[src/rtl/cmp_pipe_unit.sv]
`default_nettype none
// ============================================================================
// Module   : cmp_pipe_unit
// Purpose  : Single-stage pipelined comparator with valid/ready handshake and
//            a running min/max/count tracker over accepted A operands.
//
//            Function codes (CMP_FUN):
//              000 EQ   001 NE   010 GT   011 LT
//              100 GE   101 LE   110 MIN  111 MAX
//            Boolean functions drive CMP_OUT (CMP_DATA = 0); MIN/MAX drive
//            CMP_DATA with the selected operand (CMP_OUT = 0). On equal
//            operands MIN/MAX return A.
//
// Ports    : CLK          clock, all state on rising edge
//            RST          synchronous active-high reset
//            In_Valid     operand pair + function presented
//            In_Ready     block accepts input this cycle (combinational)
//            A, B         operands [DATA_WIDTH]
//            Signed_Mode  1 = two's-complement compare, 0 = unsigned
//            CMP_FUN      function select [3]
//            Track_Clear  clear running tracker
//            Out_Valid    a result is held
//            Out_Ready    consumer takes the result
//            CMP_OUT      boolean result
//            CMP_DATA     MIN/MAX data result [DATA_WIDTH]
//            Track_MIN    running minimum of accepted A [DATA_WIDTH]
//            Track_MAX    running maximum of accepted A [DATA_WIDTH]
//            Track_CNT    accepted samples since last clear [CNT_WIDTH]
//
// Revision : 1.0 - initial release
// ============================================================================
module cmp_pipe_unit #(
  parameter int DATA_WIDTH = 16,
  parameter int CNT_WIDTH  = 8
) (
  input  logic                  CLK,
  input  logic                  RST,
  input  logic                  In_Valid,
  output logic                  In_Ready,
  input  logic [DATA_WIDTH-1:0] A,
  input  logic [DATA_WIDTH-1:0] B,
  input  logic                  Signed_Mode,
  input  logic [2:0]            CMP_FUN,
  input  logic                  Track_Clear,
  output logic                  Out_Valid,
  input  logic                  Out_Ready,
  output logic                  CMP_OUT,
  output logic [DATA_WIDTH-1:0] CMP_DATA,
  output logic [DATA_WIDTH-1:0] Track_MIN,
  output logic [DATA_WIDTH-1:0] Track_MAX,
  output logic [CNT_WIDTH-1:0]  Track_CNT
);

  // Function encodings
  localparam logic [2:0] c_fn_eq  = 3'b000;
  localparam logic [2:0] c_fn_ne  = 3'b001;
  localparam logic [2:0] c_fn_gt  = 3'b010;
  localparam logic [2:0] c_fn_lt  = 3'b011;
  localparam logic [2:0] c_fn_ge  = 3'b100;
  localparam logic [2:0] c_fn_le  = 3'b101;
  localparam logic [2:0] c_fn_min = 3'b110;
  localparam logic [2:0] c_fn_max = 3'b111;

  localparam logic [CNT_WIDTH-1:0] c_cnt_max = {CNT_WIDTH{1'b1}};
  localparam logic [CNT_WIDTH-1:0] c_cnt_one = {{(CNT_WIDTH-1){1'b0}}, 1'b1};

  // --------------------------------------------------------------------------
  // State
  // --------------------------------------------------------------------------
  logic                  r_out_valid;
  logic                  r_cmp_out;
  logic [DATA_WIDTH-1:0] r_cmp_data;
  logic [DATA_WIDTH-1:0] r_trk_min;
  logic [DATA_WIDTH-1:0] r_trk_max;
  logic [CNT_WIDTH-1:0]  r_trk_cnt;

  // --------------------------------------------------------------------------
  // Handshake
  // --------------------------------------------------------------------------
  logic w_in_ready;
  logic w_xfer;

  // The output register may be overwritten whenever it is empty or being
  // drained in this same cycle, which gives full back-to-back throughput.
  assign w_in_ready = !r_out_valid || Out_Ready;
  assign w_xfer     = In_Valid && w_in_ready;

  // --------------------------------------------------------------------------
  // Operand compare (A vs B)
  // --------------------------------------------------------------------------
  logic w_ab_eq;
  logic w_ab_lt;
  logic w_ab_gt;

  assign w_ab_eq = (A == B);
  assign w_ab_lt = Signed_Mode ? ($signed(A) < $signed(B)) : (A < B);
  assign w_ab_gt = !w_ab_lt && !w_ab_eq;

  logic                  w_res_bit;
  logic [DATA_WIDTH-1:0] w_res_data;

  always_comb begin
    w_res_bit  = 1'b0;
    w_res_data = '0;
    case (CMP_FUN)
      c_fn_eq:  w_res_bit = w_ab_eq;
      c_fn_ne:  w_res_bit = !w_ab_eq;
      c_fn_gt:  w_res_bit = w_ab_gt;
      c_fn_lt:  w_res_bit = w_ab_lt;
      c_fn_ge:  w_res_bit = !w_ab_lt;
      c_fn_le:  w_res_bit = !w_ab_gt;
      // Ties select A for both MIN and MAX.
      c_fn_min: w_res_data = w_ab_gt ? B : A;
      c_fn_max: w_res_data = w_ab_lt ? B : A;
      default: begin
        w_res_bit  = 1'b0;
        w_res_data = '0;
      end
    endcase
  end

  // --------------------------------------------------------------------------
  // Tracker compare (A vs current extremes), ordered by this transaction's
  // Signed_Mode.
  // --------------------------------------------------------------------------
  logic w_a_lt_min;
  logic w_a_gt_max;
  logic w_trk_first;

  assign w_a_lt_min = Signed_Mode ? ($signed(A) < $signed(r_trk_min)) : (A < r_trk_min);
  assign w_a_gt_max = Signed_Mode ? ($signed(A) > $signed(r_trk_max)) : (A > r_trk_max);

  // A clear coincident with a transfer makes A the first sample.
  assign w_trk_first = Track_Clear || (r_trk_cnt == '0);

  // --------------------------------------------------------------------------
  // Result register
  // --------------------------------------------------------------------------
  always_ff @(posedge CLK) begin
    if (RST) begin
      r_out_valid <= 1'b0;
      r_cmp_out   <= 1'b0;
      r_cmp_data  <= '0;
    end else if (w_xfer) begin
      r_out_valid <= 1'b1;
      r_cmp_out   <= w_res_bit;
      r_cmp_data  <= w_res_data;
    end else if (Out_Ready) begin
      r_out_valid <= 1'b0;
    end
  end

  // --------------------------------------------------------------------------
  // Tracker register
  // --------------------------------------------------------------------------
  always_ff @(posedge CLK) begin
    if (RST) begin
      r_trk_min <= '0;
      r_trk_max <= '0;
      r_trk_cnt <= '0;
    end else if (w_xfer) begin
      if (w_trk_first) begin
        r_trk_min <= A;
        r_trk_max <= A;
        r_trk_cnt <= c_cnt_one;
      end else begin
        if (w_a_lt_min) begin
          r_trk_min <= A;
        end
        if (w_a_gt_max) begin
          r_trk_max <= A;
        end
        // Saturate rather than wrap; extremes keep updating regardless.
        if (r_trk_cnt != c_cnt_max) begin
          r_trk_cnt <= r_trk_cnt + c_cnt_one;
        end
      end
    end else if (Track_Clear) begin
      r_trk_min <= '0;
      r_trk_max <= '0;
      r_trk_cnt <= '0;
    end
  end

  // --------------------------------------------------------------------------
  // Outputs
  // --------------------------------------------------------------------------
  assign In_Ready  = w_in_ready;
  assign Out_Valid = r_out_valid;
  assign CMP_OUT   = r_cmp_out;
  assign CMP_DATA  = r_cmp_data;
  assign Track_MIN = r_trk_min;
  assign Track_MAX = r_trk_max;
  assign Track_CNT = r_trk_cnt;

endmodule
`default_nettype wire

[config.mk]
export PLATFORM = sky130hd
export DESIGN_NAME = cmp_pipe_unit
export DESIGN_NICKNAME = d
export VERILOG_FILES = /design/src/rtl/cmp_pipe_unit.sv
export SDC_FILE = /design/constraint.sdc
export NUM_CORES = 1
export LEC_CHECK = 0
export CAP_MARGIN = 0
export CORE_MARGIN = 1.5
export CORE_UTILIZATION = 45
export DETAILED_ROUTE_END_ITERATION = 12
export GPL_TIMING_DRIVEN = 0
export PLACE_DENSITY = 0.75
export SLEW_MARGIN = 30
export SYNTH_ARGS = -nofsm -noshare
export SYNTH_HDL_FRONTEND = slang
export SYNTH_SLANG_ARGS = --single-unit
[constraint.sdc]
create_clock -name CLK -period 5.64 [get_ports CLK]
set_input_delay 1.128 -clock CLK [delete_from_list [all_inputs] [get_ports CLK]]
set_output_delay 1.128 -clock CLK [all_outputs]
set_load 0.01 [all_outputs]
; After elaboration in Yosys (flattened, before gate mapping)
; Cells that the tools add are included.
[classes]
n_addsub = 1
order_cmp = 6
n_eq_ne = 12
n_mux = 20
n_reduce_logical = 15
[ops]
columns = op, n
row1 = two-way mux 16 bit, 9
row2 = less-than comparator 16 bit, 4
row3 = greater-than comparator 16 bit, 2
row4 = two-way mux 8 bit, 4
row5 = one-hot mux 16 bit (2 select lines), 1
row6 = equality test 16 bit, 1
row7 = "equality test 3 bit, second input constant", 4
row8 = "inequality test 3 x 1 -> 1 bit, second input constant", 3
row9 = "adder 8 x 1 -> 8 bit, second input constant", 1
row10 = zero test 8 bit, 1
row11 = "inequality test 8 bit, second input constant", 1
row12 = "equality test 3 x 2 -> 1 bit, second input constant", 2
row13 = one-hot mux 1 bit (6 select lines), 1
row14 = AND reduction 2 bit, 3
row15 = two-way mux 1 bit, 5
row16 = zero test 1 bit, 4
row17 = nonzero test 2 bit, 2
row18 = "equality test 3 x 1 -> 1 bit, second input constant", 1
row19 = zero test 3 bit, 1
row20 = logical AND 1 bit, 2
row21 = logical OR 1 bit, 2
[totals]
regBits = 58
in_bits = 41
output_inout_bits = 59

; Longest topological paths before layout
; Gate-level depths: netlist (run 1).
[depth]
ltp_word = 6
depth_mapped = 12

; Worst setup path after synthesis (run 1)
; OpenSTA, ideal clock, no wires.
[synth_path]
path_kind = input-to-reg
start = in B[13]
end = reg r_cmp_data[10], in the netlist CMP_DATA[10]
setup_ps = 128
t_arrival_ps = 3345
slack_ps = 2168
cell_stages = 11
cell_sequence = inv_1 ha_1 a21o_1 a21o_1 a221o_1 o31a_1 nor4_4 or2_1 buf_6 buf_6 o211ai_2
[synth_via]
elab_chain_cells = 6
word_cells_on_any_way = 10
classes_between = 2 x order compare / 1 x eq/ne / 4 x mux / 3 x reduce/logical
[synth_lines]
columns = item, line
row1 = from (decl), 41  ; input logic [DATA_WIDTH-1:0] B,
row2 = less-than comparator 16 bit, 96  ; assign w_ab_lt = Signed_Mode ? ($signed(A) < $signed(B)) : (A < B);
row3 = two-way mux 1 bit, 96
row4 = zero test 1 bit, 97  ; assign w_ab_gt = !w_ab_lt && !w_ab_eq;
row5 = logical AND 1 bit, 97
row6 = two-way mux 16 bit, 113  ; c_fn_min: w_res_data = w_ab_gt ? B : A;
row7 = one-hot mux 16 bit (2 select lines) (*), 105  ; case (CMP_FUN)
row8 = to (signal assigned), 147  ; r_cmp_data <= w_res_data;
row9 = to (decl), 72  ; logic [DATA_WIDTH-1:0] r_cmp_data;
; Mark *: on every way between the ends. The rest lies on a longest branch, timed or not.
; A chain may end at the register's enable or synchronous reset.

; Worst setup path after layout (run 1)
[layout_path]
start = in A[13]
end = reg r_cmp_data[15], in the netlist CMP_DATA[15]
[layout_via]
elab_chain_cells = 6
word_cells_on_any_way = 10
classes_between = 2 x order compare / 1 x eq/ne / 4 x mux / 3 x reduce/logical
[layout_lines]
columns = item, line
row1 = from (decl), 40  ; input logic [DATA_WIDTH-1:0] A,
row2 = less-than comparator 16 bit, 96
row3 = two-way mux 1 bit, 96
row4 = zero test 1 bit, 97
row5 = logical AND 1 bit, 97
row6 = two-way mux 16 bit, 113
row7 = one-hot mux 16 bit (2 select lines) (*), 105
; Marks and branches as above.

==> impl_metrics.ini, run 1 <==
[outcome]
status = finished clean

[power_and_ir_drop]
pwr-share-clk_pct = 37.9
netSwitchingPower_uw = 316.8
power.internal_uw = 812.7
vdd_drop_max_uv = 117.6
switching_share_pct = 28.05
seqPwrFrac_pct = 39.2
p_per_area_nw_per_um2 = 225.4
p_leak_uw = 0.001985
combPwrFrac_pct = 22.9

[layout]
area_delta_synth_final_pct = 36.04
layout_commonest_cell = clkdlybuf4s50_1
stdcell_count = 637
final_cell_mix = 98 x clkdlybuf4s50_1, 58 x dfxtp_1, 55 x inv_1
n_antenna_cell = 0
utilization_pct = 64.18
nets = 620
drive_above_1_share_pct = 6.916

[critical_path]
startpoint_type = input pin
cp_data_arrival_time_ns = 4.31
worstPathRequired_ns = 5.86
path_class = in2reg
cp_max_fo = 10
endpoint_kind = flip-flop

[clock_tree]
tritoncts = built
clockBufferDepth = 2
cts_sinks = 58
cts_buffers = 9
clk_latency_ns = 0.34
htree_levels = 3
cts_setup_buffers = 0
cts_root_buffer = clkbuf_8
clk_pin_slew_ns = 0.07
cts_resized = 0
holdBufCountCts = 0

[die]
die_area_um2 = 8738
io_pins = 100
die_y_um = 93.48
start_util_pct = 47.18
core_um2 = 7807
die-width_um = 93.48
rows = 32

[synthesis]
seq_area_frac_synth_pct = 31.52
synth-edff-count = 0
yosys.area.top_type = dfxtp_1
synth.top_cell.area_share_pct = 31.52
synth.distinct_cells = 50
synth-seq-cells = 58
synthArstFlopShare_pct = 0
synthAdderAreaFrac_pct = 16.64
synth_top_family_by_area = compound AO/OA/AOI/OAI gates
synth_compound_area_share_pct = 27.07
synth_xor_area_share_pct = 1.427
syn_area_per_cell_um2 = 8.749
synth_ff_type = dfxtp_1
netlist_instances = 421
yosys.area_share.simple_pct = 14.95
syn-num-nets = 511
synthesis.area_um2 = 3684
yosysWarnings = 0
muxShareOfSynthArea_pct = 0.3057
synthTopCellsByArea = dfxtp_1 32%, ha_1 17%, inv_1 5.6%, o211ai_1 4.7%, a32o_1 4.6%

[placed_design]
dpl.cell_count = 621
pre_cts_slack_ns = 1.223
gp_routability_congestion = 0.9238
io_buffers = 98
dpl.hpwl_um = 7865

[hold_path]
hold_path.class = reg2reg

[timing]
rsz0062_at_grt = no
max_slew_margin_pct = 42.33
worst-slew-pin-transition_ns = 0.8572
hold_violations = 0
fmax_ghz = 0.2443
fin_skew_ns = 0.009268
fin_crit_sh_pct = 72.59
fin_hold_ws_ns = 0.4675
setup-tns-final_ns = 0
fin_crit_ns = 4.094
setup_viol = 0
report.final.slew_viol_count = 0
fin_ws_ns = 1.546

[grt]
grt_pass1_vias = 3491
grt_pass1_wl_um = 16100
grt_usage_pct = 23.35
grt-ovfl-total = 0
grt_max_degree = 11
antenna_found_initial = 0

[route]
viasPerCell = 5.597
drt-total-wl_um = 10020
drt-initial-drc-count = 152
vias = 3565
ant_nets = 0
first_pass_iters = 4
drc = 0
wl_per_cell_um = 15.72

[flow_run]
maxCapViolCount = 0
kinds of logic after synthesis:
group | Yosys count
compound gates | 126
xor+xnor | 6
fa+ha+maj | 49
buf+inv | 73
flops | 58
mux | 1
simple gates | 108
worst paths after layout:
kind                    to          from  slack, ns  depth (start not counted)
max           CMP_DATA[15]         A[13]       1.55                         11
min reg2reg   CMP_DATA[10]  CMP_DATA[10]       0.47                          2
max reg2reg  Track_MAX[10]  Track_CNT[0]       2.88                          9
min           CMP_DATA[10]  CMP_DATA[10]       0.47                          2
through the flow:
step | instance area [µm²] | total power (µW)
final | 5011 | 1130
after global routing | 5011 | 1183
after CTS | 5011 | 1133
after detailed placement | 4792 | 708.4
after global placement | 4792 | 702.2
after floorplan | 3684 | 591.4
layer usage:
metal	routed length [µm]	GRT usage, %	vias up
met4	161	7.576	0
met2	4658	38.47	99
met3	586	4.797	16
li1	-	-	1762
met1	4610	30.29	1688
met5	0	0	-
area by class of cell:
cell class / instances / area [µm²]
timing repair buffer: 98 / 980.9
sequential: 58 / 1161
clock buffer: 11 / 141.4
inverter: 56 / 210.2
tap: 102 / 127.6
clock inverter: 5 / 77.57
fill: 649 / 2796
multi-input combinational: 290 / 2225
buffer: 17 / 87.58
synth_stat cells, types with 2 or more instances:
cell type	count
a211oi_1	2
nand3_1	5
or2_2	2
nor2_1	16
xor2_1	4
o211ai_1	23
nor4b_1	2
nand4_1	11
nor3b_1	2
buf_6	3
clkbuf_1	13
xnor2_1	2
nand2b_1	3
o21ai_1	2
a21oi_1	22
o21ai_0	7
dfxtp_1	58
nor2b_1	4
and2_1	2
o211ai_2	10
nor4_1	4
nand2_1	45
o31ai_1	3
and3_1	4
nor3_1	2
a22oi_1	2
o21a_1	5
a21o_1	9
ha_1	49
a22o_1	15
a32o_1	17
inv_1	55
worst max-delay path, cell delays in order:
cell and delay, ns:
clkdlybuf4s50_1 0.68, ha_1 0.32, a21o_1 0.19, a21o_1 0.17, a221o_1 0.35, o31a_1 0.35
nor4_4 0.52, or2_1 0.20, buf_6 0.13, buf_6 0.17, o211ai_2 0.10
sequential cells by signal (all words and copies together), names as in the netlist:
| register | flops |
|---|---|
| CMP_DATA | 16 |
| CMP_OUT | 1 |
| Out_Valid | 1 |
| Track_CNT | 8 |
| Track_MAX | 16 |
| Track_MIN | 16 |
power by group through the flow:
stage / sequential [µW] / combinational, µW / clock, µW
5_1_grt: 446 / 285 / 453
4_1_cts: 443 / 258 / 432
6_report: 443 / 258 / 428
3_5_place_dp: 452 / 256 / 0
3_3_place_gp: 452 / 250 / 0
2_1_floorplan: 459 / 133 / 0
Note: power is estimated with default switching activity, not from simulation.
==> inputs of run 2 (changes only) <==
==> constraint.sdc (replaced) <==
create_clock -name CLK -period 4.2 [get_ports CLK]
set_input_delay 0.84 -clock CLK [delete_from_list [all_inputs] [get_ports CLK]]
set_output_delay 0.84 -clock CLK [all_outputs]
set_load 0.01 [all_outputs]
==> results of run 2 <==
The final DEF is identical to that of run 1. Status: finished clean.
Among the figures that moved: setup slack after placement 1.223 ns -> 0.07113 ns; setup slack after layout 1.546 ns -> 0.3939 ns; register-to-register setup slack 2.88 ns -> 1.44 ns; total power 1130 µW -> 1517 µW; worst IR drop on VDD 117.6 µV -> 158.0 µV
==> inputs of run 3 (changes only) <==
--- a/config.mk
+++ b/config.mk
@@ -11,6 +11,7 @@
 export DETAILED_ROUTE_END_ITERATION = 12
 export GPL_TIMING_DRIVEN = 0
 export PLACE_DENSITY = 0.75
+export RECOVER_POWER = 25
 export SLEW_MARGIN = 30
 export SYNTH_ARGS = -nofsm -noshare
 export SYNTH_HDL_FRONTEND = slang
==> run 3 against run 2 <==
Effect of this change: non-clock buffer count stayed put; first-iteration DRC count is 2.0% lower; power hardly changed; via count is 1.1% higher; register-to-register slack hardly changed; sequential share of layout area stayed put; die area stayed put.
==> impl_metrics.ini, run 3 (synthesis gave the netlist of run 1 again) <==
[outcome]
status = finished clean

[critical_path]
cp_max_fo = 10
worstPathRequired_ns = 4.42
rr_startpoint = Track_CNT[0]
reg2reg_to = Track_MAX[10]
endpoint_kind = flip-flop
cp_data_arrival_time_ns = 4.02
ff2ff_path_depth = 9
path_class = in2reg
startpoint_type = input pin
r2r_slack_ns = 1.44

[flow_run]
maxCapViolCount = 0

[clock_tree]
cts_root_buffer = clkbuf_8
clockBufferDepth = 2
holdBufCountCts = 0
clk_latency_ns = 0.34
htree_levels = 3
cts_sinks = 58
cts_resized = 0
clk_pin_slew_ns = 0.07
tritoncts = built
cts_setup_buffers = 0
cts_buffers = 9

[route]
drt-total-wl_um = 10050
drc = 0
wl_per_cell_um = 15.78
vias = 3603
ant_nets = 0
drt-initial-drc-count = 149
first_pass_iters = 4
viasPerCell = 5.656

[layout]
layout_commonest_cell = clkdlybuf4s50_1
area_delta_synth_final_pct = 36.04
final_cell_mix = 69 x clkdlybuf4s50_1, 58 x dfxtp_1, 55 x inv_1
final_area_um2 = 5011
n_antenna_cell = 0
nets = 620
drive_above_1_share_pct = 6.916

[timing]
fin_crit_sh_pct = 90.38
hold_violations = 0
rsz0062_at_grt = no
setup-tns-final_ns = 0
worst-slew-pin-transition_ns = 0.8665
fmax_ghz = 0.2635
report.final.slew_viol_count = 0
fin_skew_ns = 0.008919
fin_ws_ns = 0.4042
max_slew_margin_pct = 41.70
fin_crit_ns = 3.796
setup_viol = 0
fin_hold_ws_ns = 0.4609

[grt]
grt_pass1_vias = 3491
grt-ovfl-total = 0
grt_max_degree = 11
antenna_found_initial = 0
grt_pass1_wl_um = 16100
grt_usage_pct = 23.35

[power_and_ir_drop]
vdd_drop_max_uv = 161.3
p_leak_uw = 0.002072
p_per_area_nw_per_um2 = 302.6

[placed_design]
dpl.hpwl_um = 7865
io_buffers = 98
placed_area_um2 = 4792
gp_routability_congestion = 0.9238
pre_cts_slack_ns = 0.07113

[hold_path]
holdPathStages = 2
min_to = CMP_DATA[10]
min_from = CMP_DATA[10]
hold_path.class = reg2reg

[die]
die-width_um = 93.48
die_y_um = 93.48
io_pins = 100
die_area_um2 = 8738
start_util_pct = 47.18
core_um2 = 7807
rows = 32
==> run 3: final cells by class <==
type / instances / area (µm²)
sequential: 58 / 1161
clock inverter: 5 / 77.57
buffer: 17 / 87.58
fill: 649 / 2796
timing repair buffer: 98 / 980.9
clock buffer: 11 / 141.4
multi-input combinational: 290 / 2225
inverter: 56 / 210.2
tap: 102 / 127.6
==> run 3: power breakdown <==
group | internal (µW) | total, µW | switching, µW | leakage, µW
sequential | 576 | 595 | 18.9 | 0.000473
combinational | 163 | 343 | 180 | 0.00149
clock | 348 | 579 | 231 | 0.000109
==> run 3: worst max-delay path by stage <==
stage | from | to | slack, ns | cells after the start
global route | A[5] | CMP_DATA[14] | 0.33 | 11
detailed placement | A[13] | CMP_DATA[15] | 0.07 | 11
global placement | A[13] | CMP_DATA[10] | 0.11 | 11
CTS | A[13] | CMP_DATA[15] | 0.43 | 11
finish | A[13] | CMP_DATA[15] | 0.40 | 11
floorplan | B[13] | CMP_DATA[10] | 1.02 | 11
==> run 3: metal layers <==
| layer | track usage (%) | vias to the layer above | wire, µm |
|---|---|---|---|
| li1 | - | 1763 | - |
| met1 | 30.29 | 1711 | 4681 |
| met2 | 38.47 | 112 | 4643 |
| met3 | 4.797 | 17 | 561 |
| met4 | 7.576 | 0 | 161 |
| met5 | 0 | - | 0 |
==> run 3: stage by stage <==
stage	total power, µW	utilization (%)	instances
floorplan	794.1	-	421
global placement	943.0	61.38	621
detailed placement	951.3	61.38	621
CTS	1522	64.18	637
global route	1584	64.18	637
finish	1517	64.18	637
==> run 3: critical path, cell delays in order <==
cell and delay (ns):
clkdlybuf4s50_1 0.67, ha_1 0.32, a21o_1 0.19, a21o_1 0.17, a221o_1 0.35, o31a_1 0.35, nor4_4 0.52, or2_1 0.20
buf_6 0.13, buf_6 0.17, o211ai_2 0.10
